<file path="config.mk">
export PLATFORM = sky130hd
export DESIGN_NAME = spi_target
export DESIGN_NICKNAME = d
export VERILOG_FILES = /design/src/rtl/spi_target.sv
export SDC_FILE = /design/constraint.sdc
export NUM_CORES = 1
export LEC_CHECK = 0
export CAP_MARGIN = 10
export CELL_PAD_IN_SITES_DETAIL_PLACEMENT = 0
export CELL_PAD_IN_SITES_GLOBAL_PLACEMENT = 1
export CORE_MARGIN = 2
export CORE_UTILIZATION = 42
export CTS_CLUSTER_DIAMETER = 80
export CTS_CLUSTER_SIZE = 8
export DETAILED_ROUTE_END_ITERATION = 6
export PLACE_DENSITY = 0.79
export SYNTH_ARGS = -nofsm -noshare
export SYNTH_HDL_FRONTEND = slang
export SYNTH_SLANG_ARGS = --single-unit
</file>
<file path="constraint.sdc">
create_clock -name clk_i -period 2 [get_ports clk_i]
set_clock_uncertainty 0.05 [all_clocks]
set_input_delay 0.2 -clock clk_i [delete_from_list [all_inputs] [get_ports clk_i]]
set_output_delay 0.2 -clock clk_i [all_outputs]
set_load 0.02 [all_outputs]
</file>
<file path="src/rtl/spi_target.sv">
// SPI responder: synchronizes the master's SCLK/nCS/MOSI into clk_i, deserializes
// MOSI bytes and serializes a single-entry TX holding register onto MISO.
module spi_target #(
  parameter bit         SPI_CPOL    = 1'b0,
  parameter bit         SPI_CPHA    = 1'b0,
  parameter int         SYNC_STAGES = 2,
  parameter logic [7:0] IDLE_MISO   = 8'hFF
) (
  input  logic       clk_i,
  input  logic       nrst_i,
  input  logic       spi_sclk_i,
  input  logic       spi_ncs_i,
  input  logic       spi_mosi_i,
  output logic       spi_miso_o,
  output logic       spi_miso_t,
  output logic [7:0] rx_data_o,
  output logic       rx_valid_o,
  input  logic [7:0] tx_data_i,
  input  logic       tx_load_i,
  output logic       tx_ready_o,
  output logic       tx_underrun_o,
  output logic       frame_active_o,
  output logic       frame_end_o,
  output logic [7:0] byte_cnt_o
);

  typedef enum logic {IDLE, ACTIVE} state_t;

  logic [SYNC_STAGES-1:0] sclk_sync, ncs_sync, mosi_sync;
  logic                   sclk_d, ncs_d;
  logic                   sclk_s, ncs_s, mosi_s;

  state_t     state;
  logic [6:0] rx_shift;
  logic [2:0] bit_cnt;
  logic [7:0] tx_shift;
  logic [7:0] hold_reg;
  logic       hold_full;
  logic       load_pending;

  logic sclk_rise, sclk_fall, lead_edge, trail_edge;
  logic sample_edge, shift_edge, ncs_fall, ncs_rise;
  logic in_frame, load_point;

  // The nCS chain resets to "asserted" so a chip select still held low when
  // reset is released never looks like a fresh falling edge.
  always_ff @(posedge clk_i or negedge nrst_i) begin
    if (!nrst_i) begin
      sclk_sync <= {SYNC_STAGES{SPI_CPOL}};
      ncs_sync  <= '0;
      mosi_sync <= '0;
      sclk_d    <= SPI_CPOL;
      ncs_d     <= 1'b0;
    end else begin
      sclk_sync <= {sclk_sync[SYNC_STAGES-2:0], spi_sclk_i};
      ncs_sync  <= {ncs_sync[SYNC_STAGES-2:0], spi_ncs_i};
      mosi_sync <= {mosi_sync[SYNC_STAGES-2:0], spi_mosi_i};
      sclk_d    <= sclk_s;
      ncs_d     <= ncs_s;
    end
  end

  assign sclk_s = sclk_sync[SYNC_STAGES-1];
  assign ncs_s  = ncs_sync[SYNC_STAGES-1];
  assign mosi_s = mosi_sync[SYNC_STAGES-1];

  assign sclk_rise   = sclk_s & ~sclk_d;
  assign sclk_fall   = ~sclk_s & sclk_d;
  assign lead_edge   = SPI_CPOL ? sclk_fall : sclk_rise;
  assign trail_edge  = SPI_CPOL ? sclk_rise : sclk_fall;
  assign sample_edge = SPI_CPHA ? trail_edge : lead_edge;
  assign shift_edge  = SPI_CPHA ? lead_edge : trail_edge;
  assign ncs_fall    = ~ncs_s & ncs_d;
  assign ncs_rise    = ncs_s & ~ncs_d;

  // A deassertion in the same cycle as an SCLK edge wins over that edge.
  assign in_frame   = (state == ACTIVE) && !ncs_rise;
  assign load_point = SPI_CPHA ? (in_frame && shift_edge && bit_cnt == 3'd0)
                               : ((state == IDLE && ncs_fall) ||
                                  (in_frame && shift_edge && load_pending));

  assign spi_miso_o = spi_miso_t ? 1'b1 : tx_shift[7];
  assign tx_ready_o = ~hold_full;

  always_ff @(posedge clk_i or negedge nrst_i) begin
    if (!nrst_i) begin
      state          <= IDLE;
      rx_shift       <= '0;
      bit_cnt        <= '0;
      tx_shift       <= '0;
      hold_reg       <= '0;
      hold_full      <= 1'b0;
      load_pending   <= 1'b0;
      spi_miso_t     <= 1'b1;
      rx_data_o      <= '0;
      rx_valid_o     <= 1'b0;
      tx_underrun_o  <= 1'b0;
      frame_active_o <= 1'b0;
      frame_end_o    <= 1'b0;
      byte_cnt_o     <= '0;
    end else begin
      rx_valid_o    <= 1'b0;
      tx_underrun_o <= 1'b0;
      frame_end_o   <= 1'b0;

      if (load_point) begin
        if (hold_full) begin
          tx_shift  <= hold_reg;
          hold_full <= 1'b0;
        end else begin
          tx_shift      <= IDLE_MISO;
          tx_underrun_o <= 1'b1;
        end
      end else if (in_frame && shift_edge) begin
        tx_shift <= {tx_shift[6:0], 1'b0};
      end

      // A load is only taken while empty, so it never collides with the drain above.
      if (tx_load_i && !hold_full) begin
        hold_reg  <= tx_data_i;
        hold_full <= 1'b1;
      end

      case (state)
        IDLE: begin
          if (ncs_fall) begin
            state          <= ACTIVE;
            frame_active_o <= 1'b1;
            byte_cnt_o     <= '0;
            bit_cnt        <= '0;
            rx_shift       <= '0;
            load_pending   <= 1'b0;
            spi_miso_t     <= 1'b0;
          end
        end
        ACTIVE: begin
          if (ncs_rise) begin
            state          <= IDLE;
            frame_active_o <= 1'b0;
            frame_end_o    <= 1'b1;
            spi_miso_t     <= 1'b1;
            bit_cnt        <= '0;
            load_pending   <= 1'b0;
          end else if (sample_edge) begin
            rx_shift <= {rx_shift[5:0], mosi_s};
            bit_cnt  <= bit_cnt + 3'd1;
            if (bit_cnt == 3'd7) begin
              rx_data_o    <= {rx_shift, mosi_s};
              rx_valid_o   <= 1'b1;
              load_pending <= 1'b1;
              if (byte_cnt_o != 8'hFF) byte_cnt_o <= byte_cnt_o + 8'd1;
            end
          end else if (shift_edge) begin
            load_pending <= 1'b0;
          end
        end
        default: state <= IDLE;
      endcase
    end
  end

endmodule

</file>
==> impl_metrics.csv <==
group,metric,value,unit
die,start_util,0.4418,
final_layout,layout.nets,284,
final_layout,mostFrequentLayoutCells,"dfrtp_1 (57), nand2_1 (36), clkdlybuf4s50_1 (35), o21ai_0 (21), mux2_2 (16)",
sta,slew_headroom,0.6030,
sta,max_slew.worst_pin.slew,0.5933,ns
sta,hold_viol,0,
logic_synthesis,synth_area,2462,sq um
die,die_w,80.57,um
pwr,power.switching,992.2,uW
die,core_area,5574,sq um
run_status,outcome,"complete, no violations",
final_layout,post-route-util,0.5625,
hold_path,whs_endpoint,"mosi_sync[0]",
worst_setup_path,r2r_end,"byte_cnt_o[6]",
logic_synthesis,avgSynthCellArea,11.19,sq um
place,io_buffers,36,
worst_setup_path,reg2reg_from,"bit_cnt[0]",
route,first_pass_iters,4,
worst_setup_path,cp.arrival,1.58,ns
clocking,cts_buffer_depth,2,
worst_setup_path,end_kind,"primary output",
sta,max_freq,0.5463,GHz
pwr,p_leak,1.368,nW
route,via_per_inst,5.073,
hold_path,hold_depth,1,
hold_path,worstHoldPathType,"in -> reg",
die,ios,37,
grt,grt_max_degree,42,
die,die_area,6492,sq um
pwr,vdd_ir_drop_max,607.4,uV
sta,rsz0062_at_grt,"no",
place,place_area,2953,sq um
sta,fin_tns_setup,0,ns
final_layout,syn2layout_area_growth,27.34,%
place,gp_congestion,0.7820,
worst_setup_path,critical_path.max_fanout,4,
pwr,powerDensity,1072,nW/um^2
route,route.detailed.drc,0,
sta,hold_ws,0.2746,ns
worst_setup_path,crit_type,"reg -> out",
clocking,root_buffer,"clkbuf_8",
pwr,p_sw_frac,0.2953,
logic_synthesis,synth-seq-cells,58,
grt,grt_pass1_wl,7997,um
grt,grt_remaining_overflow,0,
pwr,intPower,2.368,mW
grt,grt_pass1_vias,1703,
worst_setup_path,reg2reg_slack,0.30,ns
worst_setup_path,cp_data_required_time,1.75,ns
logic_synthesis,synthesis.nets,237,
sta,setup_violations,0,
final_layout,diodes,0,
pwr,p_comb_frac,0.239,
sta,fin_crit_sh,0.9152,
logic_synthesis,synthesis.instances,220,
grt,antenna_found_initial,0,
logic_synthesis,ys_seq_area_frac,0.5899,
route,wl,4567,um
final_layout,drive_above_1_share,0.1741,
die,fp-row-count,27,
grt,grt_util_met1,0.2258,
pwr,power,3.361,mW
sta,drv_slew,0,
route,ant_nets,0,
place,dp_hpwl,3130,um
worst_setup_path,r2r_cells,5,
sta,fin_crit,1.830,ns
clocking,htreeDepth,3,
clocking,cts_setup_buffers,0,
clocking,cts-buffers-inserted,9,
logic_synthesis,ys_types,36,
grt,grtUsageMet2,0.2425,
clocking,clock_latency,0.32,ns
route,wire_per_inst,13.35,um
hold_path,hold_path_startpoint,"spi_mosi_i",
die,die_h,80.57,um
grt,track_usage,0.1624,
logic_synthesis,ys_warn_count,0,
clocking,path_clk_slew,0.06,ns
pwr,p_clk_frac,0.288,
pwr,seqPwrFrac,0.473,
worst_setup_path,worstSetupStartpointType,"flop",
final_layout,final_cell_area,3136,sq um
clocking,cts_tree,"built",
route,dr_total_vias,1735,
clocking,clkSinkCount,58,
final_layout,layout_commonest_cell,"dfrtp_1",
run,max-cap-violations,0,
grt,use_met3,0.03258,
route,drt_iter0_drc,98,
grt,top_usage_layer,"met2",
==> per-stage QoR <==
stage	worst slack [ns]	cells
global route	0.1204	342
global placement	0.3219	327
finish	0.1696	342
CTS	0.1458	342
detailed placement	0.2948	327
floorplan	0.3005	220
==> worst max-delay path, stage by stage, from the launching register on <==
cell             delay [ns]
dfstp_2                0.56
or2_2                  0.12
clkdlybuf4s50_1        0.59
==> logic make-up (layout without fill, tap and decap cells) <==
kind of cell | count (synthesis) | in the layout | synth area share
and+or+nand+nor | 81 | 81 | 0.1631
DFF | 58 | 58 | 0.5899
AOI/OAI and AO/OA | 44 | 44 | 0.1184
muxes | 18 | 18 | 0.08130
buffers and inverters | 15 | 65 | 0.02845
adders and majority gates | 3 | 3 | 0.01525
xor gates and xnor gates | 1 | 1 | 0.003558
==> Yosys cell counts <==
library cell,instances,area [sq um]
o21ai_1,1,5.000
nor3b_2,1,12.51
clkbuf_1,5,18.77
dfstp_2,1,26.28
nor2b_1,4,25.02
nand4_1,2,12.51
o211ai_1,3,22.52
clkbuf_2,1,5.000
and3_1,2,12.51
o31ai_1,7,52.55
o21ai_0,21,105.1
dfrtp_1,57,1426
or4_1,1,7.510
ha_1,3,37.54
xnor2_1,1,8.760
nor3_1,9,45.04
a31oi_2,1,12.51
nand3_1,2,10.01
or2_2,2,12.51
buf_2,4,20.02
a21oi_1,2,10.01
nand4_2,1,12.51
inv_1,3,11.26
o221ai_1,3,26.28
mux2i_1,2,20.02
nor2_1,9,33.78
nand3b_1,6,45.04
nand2b_1,5,31.28
buf_6,1,11.26
clkinv_1,1,3.750
nand2_1,36,135.1
mux2_2,16,180.2
or2_1,1,6.260
o22ai_1,4,25.02
a31oi_1,1,6.260
o311ai_4,1,26.28
==> metal layers <==
layer  wire length, um  share of wire  vias to the layer above
met5                 0              0                        -
met4                38         0.0083                        0
met3               159          0.035                        2
met2              2124           0.47                       35
met1              2245           0.49                      838
li1                  -              -                      860
==> power groups by stage <==
stage          Clock [mW]  Sequential, mW  Combinational, mW
2_1_floorplan           0            1.62              0.455
3_5_place_dp            0            1.61              0.811
6_report            0.969            1.59              0.802
5_1_grt              1.06            1.62              0.900
3_3_place_gp            0            1.60              0.803
4_1_cts              1.00            1.59              0.814
==> how the worst max path moves through the flow <==
stage / endpoint / start
finish: spi_miso_o / spi_miso_t
global route: spi_miso_o / spi_miso_t
CTS: spi_miso_o / spi_miso_t
detailed placement: byte_cnt_o[6] / bit_cnt[0]
global placement: byte_cnt_o[6] / bit_cnt[0]
floorplan: byte_cnt_o[3] / byte_cnt_o[0]
==> final cells by class <==
type / instances / area (sq um)
multi-input combinational: 147 / 939.7
clock inverter: 4 / 45.04
tap: 72 / 90.09
timing repair buffer: 47 / 465.4
fill: 515 / 2439
clock buffer: 10 / 127.6
sequential: 58 / 1453
inverter: 4 / 15.01
==> timing repair <==
| action | in CTS | in global routing |
|---|---|---|
| hold buffers | 1 | 0 |
| endpoints found under the hold margin | 16 | 0 |
| resized for setup | 0 | 0 |
(Power assumes the default switching activity.)
